[config.mk]
export PLATFORM = sky130hd
export DESIGN_NAME = expr_pipe_eval
export DESIGN_NICKNAME = d
export VERILOG_FILES = /design/src/rtl/expr_pkg.sv /design/src/rtl/expr_lane.sv /design/src/rtl/expr_pipe_eval.sv
export SDC_FILE = /design/constraint.sdc
export NUM_CORES = 1
export LEC_CHECK = 0
export CAP_MARGIN = 25
export CELL_PAD_IN_SITES_DETAIL_PLACEMENT = 0
export CELL_PAD_IN_SITES_GLOBAL_PLACEMENT = 2
export CORE_ASPECT_RATIO = 1.75
export CORE_MARGIN = 8
export CORE_UTILIZATION = 41
export CTS_CLUSTER_DIAMETER = 150
export DETAILED_ROUTE_END_ITERATION = 7
export PLACE_DENSITY = 0.9
export SLEW_MARGIN = 20
export SYNTH_ARGS = -nofsm -noshare
export SYNTH_HDL_FRONTEND = slang
export SYNTH_HIERARCHICAL = 1
export SYNTH_SLANG_ARGS = --single-unit
[constraint.sdc]
create_clock -name clk -period 8.5 [get_ports clk]
set_clock_uncertainty 0.05 [all_clocks]
set_input_delay 0.85 -clock clk [delete_from_list [all_inputs] [get_ports clk]]
set_output_delay 0.85 -clock clk [all_outputs]
set_load 0.05 [all_outputs]
[src/rtl/expr_pkg.sv]
// Shared opcode encoding and lane-slicing helpers for the expression evaluator.
package expr_pkg;

  localparam int OP_W = 3;

  typedef enum logic [OP_W-1:0] {
    OP_ADD  = 3'd0,
    OP_SUB  = 3'd1,
    OP_MUL  = 3'd2,
    OP_AND  = 3'd3,
    OP_OR   = 3'd4,
    OP_XNOR = 3'd5,
    OP_SHL  = 3'd6,
    OP_SHR  = 3'd7
  } op_e;

  // Lane 0 sits in the most significant slice of every packed bus.
  function automatic int lane_lsb(input int lane, input int lanes, input int width);
    return (lanes - 1 - lane) * width;
  endfunction

  function automatic int lane_bit(input int lane, input int lanes);
    return lanes - 1 - lane;
  endfunction

endpackage

[src/rtl/expr_lane.sv]
// One combinational evaluation lane: arithmetic, logic and shift ops with
// signed/unsigned overflow detection.
module expr_lane
  import expr_pkg::*;
#(
  parameter int W = 6
) (
  input  logic [W-1:0]    a,
  input  logic [W-1:0]    b,
  input  logic [OP_W-1:0] op,
  input  logic            sgn,
  output logic [W-1:0]    y,
  output logic            ovf
);

  logic [2*W-1:0]        ae;
  logic [2*W-1:0]        be;
  logic [2*W-1:0]        sum;
  logic [2*W-1:0]        diff;
  logic [2*W-1:0]        prod;
  logic [2*W-1:0]        wide;
  logic                  arith;
  logic [4:0]            amt;
  logic signed [W-1:0]   sra;

  // Double-width extension makes the true result of add/sub/mul exact, so
  // overflow is simply "upper half is not the extension of the low half".
  assign ae   = sgn ? {{W{a[W-1]}}, a} : {{W{1'b0}}, a};
  assign be   = sgn ? {{W{b[W-1]}}, b} : {{W{1'b0}}, b};
  assign sum  = ae + be;
  assign diff = ae - be;
  assign prod = ae * be;

  generate
    if (W >= 5) begin : g_amt_wide
      assign amt = b[4:0];
    end else begin : g_amt_narrow
      assign amt = {{(5 - W){1'b0}}, b};
    end
  endgenerate

  // Arithmetic shift past the width fills with the sign bit.
  assign sra = $signed(a) >>> amt;

  always_comb begin
    y     = '0;
    ovf   = 1'b0;
    wide  = '0;
    arith = 1'b0;
    case (op_e'(op))
      OP_ADD:  begin wide = sum;  arith = 1'b1; end
      OP_SUB:  begin wide = diff; arith = 1'b1; end
      OP_MUL:  begin wide = prod; arith = 1'b1; end
      OP_AND:  y = a & b;
      OP_OR:   y = a | b;
      OP_XNOR: y = ~(a ^ b);
      OP_SHL:  y = a << amt;
      OP_SHR:  y = sgn ? sra : (a >> amt);
      default: y = '0;
    endcase
    if (arith) begin
      y   = wide[W-1:0];
      ovf = (wide[2*W-1:W] != (sgn ? {W{wide[W-1]}} : {W{1'b0}}));
    end
  end

endmodule

[src/rtl/expr_pipe_eval.sv]
// Two-stage valid/ready pipeline evaluating LANES independent expressions:
// S1 registers operands, S2 registers lane results.
module expr_pipe_eval
  import expr_pkg::*;
#(
  parameter int W     = 6,
  parameter int LANES = 6,
  parameter int CNT_W = 16
) (
  input  logic                  clk,
  input  logic                  rst_n,
  input  logic                  in_valid,
  output logic                  in_ready,
  input  logic [LANES*W-1:0]    a,
  input  logic [LANES*W-1:0]    b,
  input  logic [LANES*OP_W-1:0] op,
  input  logic [LANES-1:0]      sgn,
  output logic                  out_valid,
  input  logic                  out_ready,
  output logic [LANES*W-1:0]    y,
  output logic [LANES-1:0]      ovf,
  output logic [CNT_W-1:0]      txn_cnt
);

  logic                  s1_valid_reg;
  logic [LANES*W-1:0]    s1_a_reg;
  logic [LANES*W-1:0]    s1_b_reg;
  logic [LANES*OP_W-1:0] s1_op_reg;
  logic [LANES-1:0]      s1_sgn_reg;
  logic                  s2_valid_reg;
  logic [LANES*W-1:0]    y_reg;
  logic [LANES*W-1:0]    y_next;
  logic [LANES-1:0]      ovf_reg;
  logic [LANES-1:0]      ovf_next;
  logic [CNT_W-1:0]      txn_cnt_reg;
  logic                  s1_adv;
  logic                  out_fire;

  assign s1_adv    = !s2_valid_reg || out_ready;
  // Gated by rst_n so the block never claims readiness while held in reset.
  assign in_ready  = rst_n && (!s1_valid_reg || s1_adv);
  assign out_fire  = s2_valid_reg && out_ready;
  assign out_valid = s2_valid_reg;
  assign y         = y_reg;
  assign ovf       = ovf_reg;
  assign txn_cnt   = txn_cnt_reg;

  generate
    for (genvar gi = 0; gi < LANES; gi++) begin : g_lane
      localparam int DLSB = lane_lsb(gi, LANES, W);
      localparam int OLSB = lane_lsb(gi, LANES, OP_W);
      localparam int BIT  = lane_bit(gi, LANES);
      expr_lane #(.W(W)) u_lane (
        .a   (s1_a_reg[DLSB +: W]),
        .b   (s1_b_reg[DLSB +: W]),
        .op  (s1_op_reg[OLSB +: OP_W]),
        .sgn (s1_sgn_reg[BIT]),
        .y   (y_next[DLSB +: W]),
        .ovf (ovf_next[BIT])
      );
    end
  endgenerate

  always_ff @(posedge clk or negedge rst_n) begin
    if (!rst_n) begin
      s1_valid_reg <= 1'b0;
      s1_a_reg     <= '0;
      s1_b_reg     <= '0;
      s1_op_reg    <= '0;
      s1_sgn_reg   <= '0;
      s2_valid_reg <= 1'b0;
      y_reg        <= '0;
      ovf_reg      <= '0;
      txn_cnt_reg  <= '0;
    end else begin
      if (in_ready) begin
        s1_valid_reg <= in_valid;
        if (in_valid) begin
          s1_a_reg   <= a;
          s1_b_reg   <= b;
          s1_op_reg  <= op;
          s1_sgn_reg <= sgn;
        end
      end
      // Results only load from a valid S1 so a bubble leaves y untouched.
      if (s1_adv) begin
        s2_valid_reg <= s1_valid_reg;
        if (s1_valid_reg) begin
          y_reg   <= y_next;
          ovf_reg <= ovf_next;
        end
      end
      if (out_fire) begin
        txn_cnt_reg <= txn_cnt_reg + CNT_W'(1);
      end
    end
  end

endmodule
Word-level counts from Yosys, hierarchy flattened
Index checks and enable logic that the tools add are counted.
Cells by class
  bitwise operators: 24
  multipliers: 6
  muxes and demuxes: 54
  eq/ne operators: 48
  reductions and logical operators: 20
  $add $sub $neg: 13
  shift-type cells: 18
Operator list (number)
  12-bit case mux with 3 select lines: 6
  6-bit case mux with 5 select lines: 6
  12-bit 2-to-1 mux: 12
  6-bit 2-to-1 mux: 18
  12-bit adder: 6
  3-bit == test (second input constant): 24
  12-bit by 12-bit multiplier with 12-bit output: 6
  12-bit subtractor: 6
  6-bit AND: 6
  3-bit by 2-bit == test with 1-bit output (second input constant): 12
  6-bit inequality test: 6
  6-bit inverter: 6
  6-bit OR: 6
  6-bit by 5-bit << shifter with 6-bit output: 6
  6-bit by 5-bit >> shifter with 6-bit output: 6
  6-bit by 5-bit >>> shifter with 6-bit output: 6
  6-bit bitwise XOR: 6
  3-bit by 1-bit == test with 1-bit output (second input constant): 6
  3-bit zero test: 6
  3-bit OR reduction: 6
  16-bit by 1-bit adder with 16-bit output (second input constant): 1
  1-bit 2-to-1 mux: 12
  2-bit AND reduction: 2
  1-bit logical AND: 2
  2 further kinds: 4
Storage, ports and cells
  output and inout port bits: 60
  bits of input ports: 100
  flip-flop bits (word level): 156
  word-level logic and storage cells: 192

Depth between registers and ports, before layout
Gate-level depths: netlist of run 1.
  word-level depth: 6
  gate-level depth with buffers: 24
  depth with buffers taken out: 22

Hierarchy
The synthesis of run 1 kept the hierarchy.
By module, submodules not included
  expr_lane (g_lane[4].u_lane ...): instances 2, area each 3555.9 um^2, cells each 486, sequential area each 0.0 um^2
  expr_lane (g_lane[1].u_lane ...): instances 2, area each 3550.9 um^2, cells each 487, sequential area each 0.0 um^2
  expr_pipe_eval: instances 1, area each 5888.1 um^2, cells each 361, sequential area each 3903.7 um^2
  expr_lane (g_lane[3].u_lane): instances 1, area each 3641.0 um^2, cells each 506, sequential area each 0.0 um^2
  expr_lane (g_lane[0].u_lane): instances 1, area each 3549.7 um^2, cells each 486, sequential area each 0.0 um^2

Worst setup path after synthesis of run 1
No wires, ideal clock.
  kind: register to register
  start point: register s1_b_reg[30]
  end point: register ovf_reg[5] (netlist: ovf[5])
  library setup time: 0.125 ns
  buffers on the path: 2
  setup slack: 3.078 ns
  required time: 8.325 ns
  period minus slack after synthesis: 5.422 ns
  stages on the path, launching flop included: 18
  data arrival time: 5.248 ns
  cells stage by stage: dfrtp_1 clkbuf_1 clkbuf_1 nand2_1 fa_1 fa_1 fa_1 fa_1 inv_1 ha_1 and2_1 a311o_2 xnor2_1 a32o_1 or2_0 nor4b_2 mux2i_1 mux2_2
Between the ends
  cells in the longest elaborated chain, start to end: 6
  elaborated cells on any way between the ends: 8
  those cells by class: add/sub: 2; mul: 1; eq/ne: 1; mux: 4
Ends and longest elaborated chain
  start, declared: line expr_pipe_eval.sv:27  | logic [LANES*W-1:0] s1_b_reg;
  start signal, assigned: line expr_pipe_eval.sv:68  | s1_b_reg <= '0;
  start signal, assigned: line expr_pipe_eval.sv:80  | s1_b_reg <= b;
  12-bit 2-to-1 mux *: line expr_lane.sv:29  | assign be = sgn ? {{W{b[W-1]}}, b} : {{W{1'b0}}, b};
  12-bit by 12-bit multiplier with 12-bit output (tied with other cells): line expr_lane.sv:32  | assign prod = ae * be;
  12-bit case mux with 3 select lines *: line expr_lane.sv:50  | case (op_e'(op))
  6-bit 2-to-1 mux: line expr_lane.sv:63  | ovf = (wide[2*W-1:W] != (sgn ? {W{wide[W-1]}} : {W{1'b0}}));
  6-bit inequality test *: line expr_lane.sv:63
  1-bit 2-to-1 mux *: line expr_lane.sv:61  | if (arith) begin
  net ovf_next[5]: line expr_pipe_eval.sv:34  | logic [LANES-1:0] ovf_next;
  end signal, assigned: line expr_pipe_eval.sv:90  | ovf_reg <= ovf_next;
  end, declared: line expr_pipe_eval.sv:33  | logic [LANES-1:0] ovf_reg;
Mark *: on every way through the listed nets, which the timed path passes. The rest lies on a longest branch.
A chain may end at the register's enable or synchronous reset.

Worst setup path in the final report of run 1
  start point: register s1_sgn_reg[4]
  end point: register ovf_reg[4] (netlist: ovf[4])
Between the ends
  cells in the longest elaborated chain, start to end: 5
  elaborated cells on any way between the ends: 9
  those cells by class: add/sub: 2; mul: 1; eq/ne: 1; mux: 5
Ends and longest elaborated chain
  start, declared: line expr_pipe_eval.sv:29  | logic [LANES-1:0] s1_sgn_reg;
  start signal, assigned: line expr_pipe_eval.sv:82  | s1_sgn_reg <= sgn;
  12-bit 2-to-1 mux (on tied branches): line expr_lane.sv:28, expr_lane.sv:29
  12-bit by 12-bit multiplier with 12-bit output (tied with other cells): line expr_lane.sv:32
  12-bit case mux with 3 select lines: line expr_lane.sv:50
  6-bit inequality test *: line expr_lane.sv:63
  1-bit 2-to-1 mux *: line expr_lane.sv:61
  net ovf_next[4]: line expr_pipe_eval.sv:34
Marks and branches as above.

==> results of run 1 <==
[power by group]
part	total [W]	internal [W]	switching [W]
Clock	0.000846	0.000451	0.000395
Combinational	0.0102	0.00436	0.00580
Sequential	0.00147	0.000939	0.000534
[worst min-delay path by stage]
stage	startpoint	endpoint	slack (ps)	cells past startpoint
after detailed placement	txn_cnt[15]$_DFFE_PN0P_	txn_cnt[15]$_DFFE_PN0P_	420	1
after global placement	txn_cnt[15]$_DFFE_PN0P_	txn_cnt[15]$_DFFE_PN0P_	410	1
after floorplan	s1_valid_reg$_DFFE_PN0P_	out_valid$_DFFE_PN0P_	400	2
final	rst_n	s1_b_reg[20]$_DFFE_PN0P_	240	1
after global routing	rst_n	s1_b_reg[20]$_DFFE_PN0P_	260	1
after CTS	rst_n	s1_b_reg[20]$_DFFE_PN0P_	240	1
[cell type report]
cell class,instances,share of cell area
well taps,889,0.03696
repair buffers,181,0.05850
flip-flops and latches,156,0.1297
diodes,1,0.00008316
clock buffers,18,0.01459
multi-input cells,2506,0.6939
inverters,486,0.06062
clock inverters,14,0.005655
[per-stage QoR]
step	instance area (µm²)	hold slack [ps]	instances	utilization	total power, W
global placement	29480	411.4	4218	0.4456	0.01153
finish	30090	240.9	4251	0.4549	0.01248
global route	30090	262.7	4250	0.4548	0.01381
detailed placement	29480	421.6	4218	0.4456	0.01168
floorplan	27290	398.3	3299	-	0.008936
CTS	30090	239.5	4250	0.4548	0.01262
[logic make-up (layout without fill, tap and decap cells)]
group / Yosys count / in the layout / share of synthesized area
multiplexers: 202 / 202 / 0.08247
AND/OR/NAND/NOR: 895 / 895 / 0.1509
flip-flops: 156 / 156 / 0.1430
other: 0 / 1 / 0
XOR/XNOR: 208 / 208 / 0.06675
adder cells (fa/ha/maj): 535 / 535 / 0.3063
buffers and inverters: 637 / 699 / 0.09219
AO/OA/AOI/OAI: 666 / 666 / 0.1583
[synthesized netlist by cell type, types with 26 or more instances]
cell type    n  area (µm²)
a21oi_1    187       935.9
a31oi_1     33       206.5
buf_2       32       160.2
clkbuf_1    88       330.3
dfrtp_1    156        3904
fa_1       222        4444
ha_1       313        3916
inv_1      465        1745
mux2_2     157        1768
mux2i_1     37       370.4
nand2_1    306        1149
nand2b_1    29       181.4
nand3_1     51       255.2
nor2_1     272        1021
nor3_1      80       400.4
o21ai_0    141       705.7
o22ai_1     36       225.2
or3_1       26       162.7
xnor2_1    155        1358
xor2_1      53       464.2
[per-layer routing]
metal,track usage,up-vias,part of all wire
met5,0,-,0.00014
met4,0.1455,2,0.060
met3,0.03174,264,0.042
met2,0.4624,762,0.53
met1,0.2593,11930,0.37
li1,-,11250,-
==> results.ini, run 1 <==
[outcome]
status=completed

[cells_and_area]
nFillCells=6615
final_nets=3983
layout_common_cells=inv_1, ha_1, nand2_1
area_growth_syn_to_layout_pct=10.26
final_common_cell=inv_1
regArea_um2=3904
multi_input_area_um2=20880
drive_above_1_share=0.08152

[die]
die_w_um=211.0
start_util=0.4125
core_area_um2=66160
io_pins=160
rows=125
die_h_um=357.3
fp.dieArea_um2=75400

[synthesis]
synth_cell_types=97
syn_area_um2=27290
synth_edf_count=0
postSynthAreaPerCell_um2=8.273
synthFlopType=dfrtp_1
synth_cells=3299
synthesis.nets=3934
async_flop_share=1.000
yosys_warnings=6
ys_seq_elements=156
ys_seq_area_frac=0.1430

[drt]
drtPass1Iterations=8
vias=24210
drc=0
drt-wirelength-per-cell_um=21.73
viasPerCell=5.696
first_iter_violations=1571
wl_um=92350
ant_nets=0

[timing]
fin_tns_setup_ps=0
setup_viol=0
finalHoldViolCount=0
fin_crit_sh=0.7158
period_needed_ps=6084
drv_slew=0
slew_headroom=0.3143
max_freq_mhz=164.4
worst_slew_pin_slew_ps=1029
setup_ws_ps=2416
rsz0062_at_grt=no

[global_route]
grt_max_degree=67
grt_use_total=0.2469
grt_antenna_before_repair=2
grt_pass1_wl_um=144700
gr-total-overflow=0
grt_pass1_vias=25520

[worst_setup_path]
cp-start-kind=flip-flop
slowest_delay_ps=770
r2r-end=ovf[4]$_DFFE_PN0P_
crit_cells=18
worstSetupEndpointType=flip-flop
reg2reg_slack_ps=2420
crit_chain=clkinv_1 > nor3_1 > nand2_1 > fa_1 > inv_1 > ha_1 > inv_1 > fa_1 > fa_1 > inv_1 > ha_1 > nand2_1 > o221ai_1 > or3_1 > a32o_1 > nor4_2 > mux2i_1 > mux2_2
critical-path-top-delay-family=adder cells
r2r-start=s1_sgn_reg[4]$_DFFE_PN0P_
arrival_ps=6420
cp_slowest_cell=nor3_1
path_class=flip-flop to flip-flop
crit_fanout=13
cp.buffers_inverters=4
startpoint=s1_sgn_reg[4]$_DFFE_PN0P_
ff2ff_path_depth=18
worstPathRequired_ps=8840
endpoint=ovf[4]$_DFFE_PN0P_

[clocking]
postCtsHoldBufs=0
cts-root-buf=clkbuf_16
cts_resized=0
clockBufferDepth=2
cts-buffers-inserted=17
cts_sinks=156
clk_pin_slew_ps=80
cts_tree=yes
cts-htree-levels=4
clk_latency_ps=500
cts_setup_buffers=0

[power_and_ir_drop]
ir_worst_vdd_mv=0.2612
p_leak_nw=13.62
power.density_nw_per_um2=414.7

[min_path]
hp-class=input port to asynchronous set/reset pin

[flow_run]
drv_cap=0

[placed_design]
dp_hpwl_um=74720
place_worst_setup_slack_ps=2411
gp_congestion=0.9478
portBuffers=159

No activity file was read; power rests on OpenSTA's default activity.
==> inputs of run 2 (changes only) <==
Settings changed: CORE_UTILIZATION 41 to 35, PLACE_DENSITY 0.9 to 0.82.
Clock period 8.5 ns to 5.4 ns, I/O delays scaled along.
==> run 2 against run 1 <==
  * Count of clock-buffer cells in the layout rose by 1
  * Combinational power up 71%
  * Die area rose by 16%
  * Fmax grew 16%
  * Wire length is 4.4% higher
  * Flip-flop and latch count did not move
==> results.ini, run 2 (synthesized netlist as in run 1, its figures left out) <==
[power_and_ir_drop]
power.density_nw_per_um2=645.0  ; +56%
ir_worst_vdd_mv=0.4574  ; +75%
power_w=0.02068  ; +66%
p_leak_nw=14.64  ; +7.5%

[clocking]
clk_pin_slew_ps=80  ; about the same
cts_sinks=156  ; unchanged
cts-htree-levels=4  ; unchanged
cts-root-buf=clkbuf_16
clockBufferDepth=2  ; unchanged
cts_tree=yes
clk_latency_ps=520  ; +20 ps
cts-buffers-inserted=17  ; unchanged

[timing]
setup_viol=0  ; unchanged
max_freq_mhz=190.9  ; +16%
setup_ws_ps=161.7  ; -2254 ps
slew_headroom=0.3595  ; +0.04521
drv_slew=0  ; unchanged
period_needed_ps=5238  ; -845.7 ps
fin_crit_sh=0.9701  ; +0.2543
worst_slew_pin_slew_ps=960.8  ; -67.82 ps
finalHoldViolCount=0  ; unchanged
whs_ps=433.4  ; +192.6 ps
rsz0062_at_grt=yes

[cells_and_area]
multi_input_area_um2=21060  ; +0.84%
drive_above_1_share=0.1511  ; +0.06958
final_common_cell=inv_1
regArea_um2=3928  ; +0.61%
final_cell_area_um2=32060  ; +6.6%
area_growth_syn_to_layout_pct=17.48
final_nets=4189  ; +5.2%
nFillCells=8082  ; +22%
layout_common_cells=inv_1, ha_1, nand2_1

[global_route]
grt_antenna_before_repair=7  ; +5
grt_pass1_vias=26010  ; +1.9%
gr-total-overflow=0  ; unchanged
grt_use_total=0.2232  ; -0.02371
grt_pass1_wl_um=150100  ; +3.8%
grt_max_degree=98  ; +46%

[worst_setup_path]
cp_slowest_cell=fa_1
arrival_ps=5590  ; -830 ps
path_class=flip-flop to flip-flop
worstPathRequired_ps=5750  ; -3090 ps
worstSetupEndpointType=flip-flop
slowest_delay_ps=550  ; -220 ps
cp_common_cell=fa_1
crit_fanout=4  ; -9
crit_chain=buf_4 > ha_1 > fa_1 > ha_1 > inv_1 > fa_1 > fa_1 > fa_1 > inv_1 > ha_4 > and2_1 > a311o_2 > xnor2_1 > a32o_1 > or2_0 > nor4b_2 > mux2i_1 > mux2_2
cp-start-kind=flip-flop

[drt]
drc=0  ; unchanged
first_iter_violations=1419  ; -9.7%
viasPerCell=5.338  ; -6.3%
drtPass1Iterations=5  ; -3
wl_um=96410  ; +4.4%
ant_nets=0  ; unchanged
drt-wirelength-per-cell_um=20.97  ; -3.5%
vias=24540  ; +1.3%

[placed_design]
dpl_cell_area_um2=31170  ; +5.7%
gp_congestion=0.9596  ; +1.2%
portBuffers=159  ; unchanged
place_worst_setup_slack_ps=-105.6  ; -2517 ps
dp_hpwl_um=78770  ; +5.4%

[die]
fp.dieArea_um2=87520  ; +16%
start_util=0.3528  ; -0.05975
io_pins=160  ; unchanged
die_w_um=227.1  ; +7.6%
rows=135  ; +8.0%
die_h_um=385.4  ; +7.9%
core_area_um2=77360  ; +17%

[outcome]
status=completed

[min_path]
hp-class=flip-flop to flip-flop

[flow_run]
drv_cap=0  ; unchanged

run 2: cell types whose count changed in the layout (fill, tap and decap cells not counted), moves of 4 or more:
cell / before / now
buf_4: 22 / 224
dfrtp_1: 156 / 137
dfrtp_2: 0 / 19
inv_1: 465 / 458
nand2_1: 305 / 298
ha_1: 313 / 307
inv_2: 10 / 16
nand2_2: 1 / 6
fa_1: 222 / 218
fa_2: 0 / 4
ha_4: 0 / 4
nor2_1: 272 / 268
nor3_1: 80 / 76
nor3_2: 9 / 13
run 2: per-layer routing:
| metal | vias to the layer above | GRT usage | part of all wire |
|---|---|---|---|
| li1 | 11670 | - | - |
| met1 | 11940 | 0.2404 | 0.38 |
| met2 | 682 | 0.4198 | 0.54 |
| met3 | 240 | 0.02408 | 0.037 |
| met4 | 4 | 0.1179 | 0.051 |
| met5 | - | 0 | 0.00023 |
run 2: layout make-up:
type,instances,share of cell area
sequential,156,0.1225
tap,1027,0.04007
timing repair buffer,387,0.1038
clock buffer,19,0.01413
inverter,486,0.05709
clock inverter,13,0.005463
antenna,3,0.0002341
multi-input combinational,2506,0.6567
run 2: what timing repair did:
action,4_1_cts,5_1_grt
gates resized for setup,4,69
pin swaps,2,14
buffers inserted,0,5
hold buffers,1,0
endpoints found under the hold margin,36,0
setup endpoints to repair,2,6
run 2: final timing paths:
kind,from,endpoint,slack (ps),depth (start not counted)
hold / removal,txn_cnt[15]$_DFFE_PN0P_,txn_cnt[15]$_DFFE_PN0P_,430,1
max in group asynchronous,rst_n,s1_b_reg[16]$_DFFE_PN0P_,3430,3
setup / recovery,s1_b_reg[33]$_DFFE_PN0P_,ovf[5]$_DFFE_PN0P_,160,18
hold reg to reg,txn_cnt[15]$_DFFE_PN0P_,txn_cnt[15]$_DFFE_PN0P_,430,1
min in group asynchronous,rst_n,txn_cnt[11]$_DFFE_PN0P_,510,2
setup reg to reg,s1_b_reg[33]$_DFFE_PN0P_,ovf[5]$_DFFE_PN0P_,160,18
run 2: stage by stage:
step | TNS, ps | utilization | std cells
2_1_floorplan | 0 | - | 3299
3_3_place_gp | -49.98 | 0.4029 | 4556
3_5_place_dp | -111.1 | 0.4029 | 4556
4_1_cts | 0 | 0.4115 | 4589
5_1_grt | -22.67 | 0.4144 | 4595
6_report | 0 | 0.4145 | 4597
run 2: power breakdown:
part	switching [W]	total (W)	internal, W
clock	0.000644	0.00141	0.000762
sequential	0.000397	0.00189	0.00149
combinational	0.00985	0.0174	0.00753
run 2: worst max-delay path: cells and delay by family, from the launching register on:
family,cells,cell delay [ps]
adders and majority gates,7,2700
muxes,2,360
xor gates and xnor gates,1,150
and+or+nand+nor,3,580
buffers and inverters,3,250
AOI/OAI and AO/OA,2,620
DFF,1,400
